<file path="src/rtl/axis_mem_responder.sv">
// AXI-Stream to memory-command bridge.
// A header beat selects a burst (start address, length, direction). Write
// bursts pass data beats straight to the memory port; read bursts issue
// memory reads and return the read data on the response stream through a
// small FIFO, tagging the last beat of each burst with tuser.
module axis_mem_responder #(
    parameter int DATA_W     = 128,
    parameter int ADDR_W     = 27,
    parameter int RESP_DEPTH = 4
) (
    input  logic              clk_in,
    input  logic              rst_in,

    input  logic              req_axis_valid,
    input  logic              req_axis_tuser,
    input  logic [DATA_W-1:0] req_axis_data,
    output logic              req_axis_ready,

    output logic              resp_axis_valid,
    output logic              resp_axis_tuser,
    output logic [DATA_W-1:0] resp_axis_data,
    input  logic              resp_axis_ready,

    output logic              mem_valid,
    output logic              mem_wen,
    output logic [ADDR_W-1:0] mem_addr,
    output logic [DATA_W-1:0] mem_wdata,
    input  logic              mem_ready,

    input  logic              mem_rvalid,
    input  logic [DATA_W-1:0] mem_rdata,

    output logic              err_out
);

    localparam int LEN_W = 27;
    localparam int PTR_W = (RESP_DEPTH > 1) ? $clog2(RESP_DEPTH) : 1;
    localparam int CNT_W = $clog2(RESP_DEPTH + 1);

    typedef enum logic [1:0] {S_IDLE, S_WRITE, S_READ} state_t;

    state_t            state_q, state_d;
    logic [ADDR_W-1:0] addr_q, addr_d;
    logic [LEN_W-1:0]  len_q, len_d;
    logic [LEN_W-1:0]  beat_q, beat_d;
    logic              err_q, err_d;

    // Reads issued but not yet returned; tag bit 0 belongs to the oldest one
    // and says whether it is the final beat of its burst.
    logic [CNT_W-1:0]  os_q, os_d;
    logic [RESP_DEPTH:0] tag_q, tag_d;

    // Response FIFO: data plus a last-of-burst flag per entry.
    logic [DATA_W-1:0]     fdata_q [RESP_DEPTH];
    logic [DATA_W-1:0]     fdata_d [RESP_DEPTH];
    logic [RESP_DEPTH-1:0] flast_q, flast_d;
    logic [PTR_W-1:0]      wptr_q, wptr_d, rptr_q, rptr_d;
    logic [CNT_W-1:0]      fcnt_q, fcnt_d;

    logic [LEN_W-1:0] hdr_len;
    logic             room, last_beat, wr_fire, rd_fire, rsp_push, rsp_pop;

    function automatic logic [PTR_W-1:0] ptr_inc(input logic [PTR_W-1:0] p);
        return (p == PTR_W'(RESP_DEPTH - 1)) ? '0 : p + PTR_W'(1);
    endfunction

    assign hdr_len   = req_axis_data[27:1];
    // Reads and buffered responses together never exceed the FIFO, so a
    // returning read always has a slot.
    assign room      = ({1'b0, os_q} + {1'b0, fcnt_q}) < (CNT_W + 1)'(RESP_DEPTH);
    assign last_beat = (beat_q == len_q - LEN_W'(1));
    assign wr_fire   = (state_q == S_WRITE) && req_axis_valid && mem_ready;
    assign rd_fire   = (state_q == S_READ) && room && mem_ready;
    assign rsp_push  = mem_rvalid && (os_q != '0);
    assign rsp_pop   = resp_axis_valid && resp_axis_ready;

    // State register
    always_ff @(posedge clk_in or negedge rst_in) begin
        if (!rst_in) state_q <= S_IDLE;
        else         state_q <= state_d;
    end

    // Next-state: header picks the burst direction, final beat returns to idle
    always_comb begin
        state_d = state_q;
        case (state_q)
            S_IDLE:  if (req_axis_valid && req_axis_tuser && hdr_len != '0)
                         state_d = req_axis_data[0] ? S_WRITE : S_READ;
            S_WRITE: if (wr_fire && last_beat) state_d = S_IDLE;
            S_READ:  if (rd_fire && last_beat) state_d = S_IDLE;
            default: state_d = S_IDLE;
        endcase
    end

    // Outputs: write bursts are a pass-through, reads throttle on FIFO room
    always_comb begin
        req_axis_ready = 1'b0;
        mem_valid      = 1'b0;
        mem_wen        = 1'b0;
        mem_addr       = addr_q;
        mem_wdata      = req_axis_data;
        case (state_q)
            S_IDLE:  req_axis_ready = rst_in;
            S_WRITE: begin
                mem_valid      = req_axis_valid;
                req_axis_ready = mem_ready && rst_in;
                mem_wen        = 1'b1;
            end
            S_READ:  mem_valid = room;
            default: ;
        endcase
    end

    assign resp_axis_valid = (fcnt_q != '0);
    assign resp_axis_data  = fdata_q[rptr_q];
    assign resp_axis_tuser = resp_axis_valid && flast_q[rptr_q];
    assign err_out         = err_q;

    // Burst bookkeeping, in-flight tags and the sticky error flag
    always_comb begin
        addr_d = addr_q;
        len_d  = len_q;
        beat_d = beat_q;
        err_d  = err_q;
        os_d   = os_q;
        tag_d  = tag_q;
        if (state_q == S_IDLE && req_axis_valid) begin
            if (req_axis_tuser) begin
                addr_d = ADDR_W'(req_axis_data[54:28]);
                len_d  = hdr_len;
                beat_d = '0;
            end else begin
                err_d = 1'b1;
            end
        end
        if (wr_fire || rd_fire) begin
            addr_d = addr_q + ADDR_W'(1);
            beat_d = beat_q + LEN_W'(1);
        end
        if (wr_fire && req_axis_tuser) err_d = 1'b1;
        if (mem_rvalid && os_q == '0)  err_d = 1'b1;
        if (rsp_push) begin
            tag_d = tag_q >> 1;
            os_d  = os_q - CNT_W'(1);
        end
        if (rd_fire) begin
            tag_d[os_d] = last_beat;
            os_d        = os_d + CNT_W'(1);
        end
    end

    // Response FIFO pointers, occupancy and storage
    always_comb begin
        fdata_d = fdata_q;
        flast_d = flast_q;
        wptr_d  = wptr_q;
        rptr_d  = rptr_q;
        fcnt_d  = fcnt_q;
        if (rsp_push) begin
            fdata_d[wptr_q] = mem_rdata;
            flast_d[wptr_q] = tag_q[0];
            wptr_d          = ptr_inc(wptr_q);
        end
        if (rsp_pop) rptr_d = ptr_inc(rptr_q);
        if (rsp_push && !rsp_pop)      fcnt_d = fcnt_q + CNT_W'(1);
        else if (!rsp_push && rsp_pop) fcnt_d = fcnt_q - CNT_W'(1);
    end

    // Datapath registers
    always_ff @(posedge clk_in or negedge rst_in) begin
        if (!rst_in) begin
            addr_q  <= '0;
            len_q   <= '0;
            beat_q  <= '0;
            err_q   <= 1'b0;
            os_q    <= '0;
            tag_q   <= '0;
            flast_q <= '0;
            wptr_q  <= '0;
            rptr_q  <= '0;
            fcnt_q  <= '0;
            for (int i = 0; i < RESP_DEPTH; i++) fdata_q[i] <= '0;
        end else begin
            addr_q  <= addr_d;
            len_q   <= len_d;
            beat_q  <= beat_d;
            err_q   <= err_d;
            os_q    <= os_d;
            tag_q   <= tag_d;
            flast_q <= flast_d;
            wptr_q  <= wptr_d;
            rptr_q  <= rptr_d;
            fcnt_q  <= fcnt_d;
            fdata_q <= fdata_d;
        end
    end

endmodule

</file>
<file path="config.mk">
export PLATFORM = sky130hd
export DESIGN_NAME = axis_mem_responder
export DESIGN_NICKNAME = d
export VERILOG_FILES = /design/src/rtl/axis_mem_responder.sv
export SDC_FILE = /design/constraint.sdc
export NUM_CORES = 1
export LEC_CHECK = 0
export CORE_AREA = 10 10 253 255
export CTS_CLUSTER_SIZE = 12
export DETAILED_ROUTE_END_ITERATION = 8
export DIE_AREA = 0 0 263 265
export HOLD_SLACK_MARGIN = 0.1
export PLACE_DENSITY_LB_ADDON = 0.3
export SLEW_MARGIN = 20
export SYNTH_ARGS = -nofsm -noshare
export SYNTH_HDL_FRONTEND = slang
export SYNTH_SLANG_ARGS = --single-unit
</file>
<file path="constraint.sdc">
create_clock -name clk_in -period 3.9 [get_ports clk_in]
set_input_delay 0.78 -clock clk_in [delete_from_list [all_inputs] [get_ports clk_in]]
set_output_delay 0.78 -clock clk_in [all_outputs]
set_load 0.01 [all_outputs]
</file>
==> Word-level counts from Yosys, hierarchy flattened <==
Cells that the tools add are included.
{ "word_totals": {"regBits": 615} }
{ "classes": {"n_addsub": 10, "order_cmp": 9, "n_eq_ne": 9, "n_mux": 40, "bitwise": 2, "n_reduce_logical": 36} }
{ "ops": {"columns": ["cell", "count"], "rows": [
  ["bitwise mux 512 bit", 1],
  ["2-to-1 mux 128 bit", 3],
  ["binary-select mux 128 bit (select 2 bit)", 1],
  ["demux 128 bit (select 2 bit)", 1],
  ["2-to-1 mux 27 bit", 6],
  ["adder 27 x 1 -> 27 bit, second input constant", 2],
  ["equality test 27 bit", 1],
  ["nonzero test 27 bit", 1],
  ["subtractor 27 x 1 -> 27 bit, second input constant", 1],
  ["logical AND 1 bit", 20],
  ["2-to-1 mux 2 bit", 6],
  ["2-to-1 mux 3 bit", 4],
  ["2-to-1 mux 5 bit", 2],
  ["nonzero test 3 bit", 3],
  ["2-to-1 mux 1 bit", 8],
  ["adder 3 x 1 -> 3 bit, second input constant", 2],
  ["equality test 2 bit, second input constant", 3],
  ["greater-or-equal comparator 3 bit, second input constant", 2],
  ["less-than comparator 2 x 3 -> 1 bit, second input constant", 2],
  ["NOT 2 -> 3 bit", 2],
  ["case mux 2 bit (3 select lines)", 1],
  ["AND reduction 2 bit", 3],
  ["nonzero test 2 bit", 3],
  ["subtractor 3 x 1 -> 3 bit, second input constant", 2],
  ["22 further kinds", 26]
]} }

==> Depth between registers and ports, before layout <==
{ "depth": {"ltp_word": 9, "ltp_mapped": 13} }

==> Worst setup path before layout <==
OpenSTA, ideal clock, no wires.
{ "synth_timing": {"path_type": "flip-flop to flip-flop", "from": "register os_q[2]", "to": "register beat_q[23]", "t_arrival_ns": 2.880, "slack_ns": 0.894, "stages_incl_launch_ff": 12, "n_path_buf": 1, "synth_period_minus_slack_ns": 3.006, "path_cell_list": "dfrtp_1 ha_1 or4b_2 o21ai_1 and2_1 clkbuf_1 nand2_1 nor3_1 nand3_1 nor3_1 nand2_1 mux2i_1"} }
{ "synth_between": {"elab_chain_cells": 7, "word_cells_on_any_way": 9} }
{ "synth_rtl": {"columns": ["item", "line_no", "source"], "rows": [
  ["start, declared", "50", "logic [CNT_W-1:0] os_q, os_d;"],
  ["start signal, assigned", "188", "os_q <= os_d;"],
  ["adder 3 x 3 -> 4 bit (*)", "70", "assign room = ({1'b0, os_q} + {1'b0, fcnt_q}) < (CNT_W + 1)'(RESP_DEPTH);"],
  ["less-than comparator 4 x 3 -> 1 bit (*)", "70", null],
  ["logical AND 1 bit (*) (2 in series)", "73", "assign rd_fire = (state_q == S_READ) && room && mem_ready;"],
  ["logical OR 1 bit (*)", "136", "if (wr_fire || rd_fire) begin"],
  ["nonzero test 2 bit (no line)", null, null],
  ["AND reduction 2 bit (no line)", null, null],
  ["end signal, assigned", "186", "beat_q <= beat_d;"],
  ["end, declared", "45", "logic [LEN_W-1:0] beat_q, beat_d;"]
]} }
Every way passes the cells marked *; elsewhere a longest branch is shown, timed or not.
A chain may end at the register's enable or synchronous reset.

==> Final worst setup path <==
{ "layout_timing": {"from": "register os_q[2]", "to": "output port mem_valid"} }
{ "layout_between": {"elab_chain_cells": 3} }
{ "layout_rtl": {"columns": ["item", "line_no", "source"], "rows": [
  ["adder 3 x 3 -> 4 bit", "70", null],
  ["less-than comparator 4 x 3 -> 1 bit", "70", null],
  ["case mux 1 bit (2 select lines)", "102", "case (state_q)"],
  ["end, declared", "24", "output logic mem_valid,"]
]} }
No other way between the ends.

==> flow_summary.ini <==
[pwr]
p_clk_share_pct = 19.3
pwr-share-comb_pct = 44.5
power_frac_seq_pct = 36.2
power.internal_mw = 21.5
netSwitchingPower_mw = 10.2
finalPower_mw = 31.7
p_leak_nw = 14.9
ir_worst_vdd_mv = 0.664
power_density_nw_per_um2 = 895
p_sw_share_pct = 32.2

[cts]
post_cts_buffers = 0
clock_latency_ns = 0.60
cts_root_buf = clkbuf_16
numCtsBuffers = 67
cts_tree = built
clk_transition_reported_paths_ns = 0.06
cts.path.max_buffers = 3
cts.sinks = 615
htree_levels = 3

[placed_design]
port_buffers = 405
place_congestion = 0.834
place_ws_ns = 0.608
hpwl_um = 49100
dpl_cell_area_um2 = 33300

[flow_run]
drv_cap = 0

[critical_path]
worstSetupPathType = flop to output pin
critical_path.top_delay_family = simple AND/OR/NAND/NOR gates
slowest_stage = or4b_2
cp_data_required_time_ns = 3.12
cp-end-kind = output pin
path_cells = ha_1 -> or4b_2 -> o21ai_1 -> and2_1 -> clkdlybuf4s50_1
crit_path_start_kind = flop
worst-path-buf-inv = 1
critical_path.max_fanout = 5
critPathArrivalTime_ns = 2.96
max_stage_delay_ns = 0.68

[final_layout]
fillers = 4527
nets = 2668
area_delta_synth_final_pct = 21.9
final_cell_area_um2 = 35500
layout-drive-gt1-share_pct = 33.3

[floorplanning]
rows = 89
die_h_um = 265
coreArea_um2 = 58800
dieWidth_um = 263
die_area_um2 = 69700
start_util_pct = 49.5
ioPinCount = 552

[status]
run_status = completed

[sta]
max_clock_freq_mhz = 268
setup_viol = 0
hold_ws_ns = 0.496
final_hold_viol_count = 0
maxSlewViolCount = 0
finalWorstSetupSlack_ns = 0.164
rsz0062_at_grt = false
clock_skew_ns = 0.0193
tightest_slew_ns = 0.999
fin_crit_ns = 3.74
period_share_pct = 95.8
setup_tns_ns = 0
slew_headroom_pct = 33.4

[synthesis]
synthTopCellsByArea = dfrtp_1, mux2_2, mux4_2
ys_ff_latch = 615
synth.yosys.seq_area_share_pct = 52.9
synth_area_leader_cell = dfrtp_1
syn-num-nets = 2397
synth_area_um2 = 29100
ys_types = 69
synth_edf_count = 0
ys.warnings.count = 0
ys.flop_type = dfrtp_1
syn_avg_cell_area_um2 = 13.7
async_flop_share_pct = 100
yosysMostFrequentCell = dfrtp_1
ys_top_cells_by_count = dfrtp_1, mux2_2, nand2_1
synth_top_area_share_pct = 52.9
synth_cells = 2116

[routing]
drtAntennaViolNets = 0
drc = 0
post_drt_via_cell_ratio = 5.73
wire_per_inst_um = 22.3
wl_um = 71700
num_vias = 18400
first_pass_iters = 5
detail_route.iter0.violations = 1086

[global_route]
antenna_found_initial = 8
grt_max_degree = 180
grt_pass1_vias = 20300
gr-total-overflow = 0
grt_first_pass_wirelength_um = 115000
grt.total_usage_pct = 20.3

[min_path]
hold_class = flop to flop
cells by family (layout without fill, tap and decap cells):
kind of cell / after synthesis / count (layout) / share of synthesized area (%)
fa+ha+maj: 18 / 18 / 0.800
xor+xnor: 35 / 35 / 1.05
flops: 615 / 615 / 52.9
mux: 667 / 667 / 30.7
other cells: 0 / 5 / 0
simple gates: 367 / 367 / 6.15
buf+inv: 265 / 581 / 5.10
compound gates: 149 / 149 / 3.25
cells in the final DEF, fill, tap and decap left out, drive strengths merged, types with 24 or more instances in the layout:
| master | synthesis | final |
|---|---|---|
| xnor2 | 24 | 24 |
| inv | 20 | 24 |
| mux2 | 518 | 518 |
| o21ai | 47 | 47 |
| a21oi | 34 | 34 |
| nor2 | 58 | 58 |
| dfrtp | 615 | 615 |
| clkdlybuf4s50 | 0 | 404 |
| mux4 | 129 | 129 |
| nand2 | 157 | 157 |
| clkbuf | 97 | 96 |
| nand3 | 31 | 31 |
| buf | 148 | 42 |
area by class of cell:
class	count	area [um2]	share of cell area, %
flip-flops and latches	615	15400	43.4
multi-input cells	1236	12200	34.5
repair buffers	447	4640	13.1
clock buffers	96	1920	5.41
well taps	773	967	2.73
clock inverters	18	203	0.572
inverters	20	75.1	0.212
diodes	5	12.5	0.0353
power by group through the flow:
| stage | clock, mW | sequential [mW] | combinational [mW] |
|---|---|---|---|
| global placement | 0 | 11.3 | 14.0 |
| finish | 6.14 | 11.5 | 14.1 |
| global route | 6.57 | 11.9 | 15.1 |
| CTS | 6.30 | 11.5 | 14.4 |
| floorplan | 0 | 10.8 | 8.87 |
| detailed placement | 0 | 11.6 | 14.3 |
flip-flops by register name (all words and copies together) (netlist names), 3 cells and up:
signal	flops
fdata_q	512
beat_q	27
len_q	27
mem_addr	27
tag_q	5
flast_q	4
fcnt_q	3
os_q	3
stage by stage:
stage | cells | util (%)
after floorplan | 2116 | -
after global placement | 3090 | 56.7
after detailed placement | 3090 | 56.7
after CTS | 3205 | 60.3
after global routing | 3210 | 60.3
final | 3210 | 60.3
final timing paths:
kind	cells after the start	startpoint	slack, ns	end
worst max-delay path	5	os_q[2]	0.16	mem_valid
worst min-delay path	1	err_out	0.50	err_out
worst max register to register	10	os_q[2]	0.55	beat_q[23]
worst min register to register	1	err_out	0.50	err_out
max in group asynchronous	4	rst_in	1.49	fdata_q[469]
min in group asynchronous	2	rst_in	0.62	fdata_q[397]
metal layers:
layer	part of all wire (%)	global-route usage, %	vias to the layer above	routed length (um)
met2	50	34.5	539	36100
li1	-	-	8142	-
met1	41	24.5	9617	29300
met3	6.9	6.10	98	4980
met5	0.093	0.208	-	67
met4	1.8	6.20	8	1270
what timing repair did:
action / CTS / global route
resized for setup: 0 / 0
endpoints found under the hold margin: 19 / 0
hold buffers: 1 / 0
Note: power is estimated with default switching activity, not from simulation.
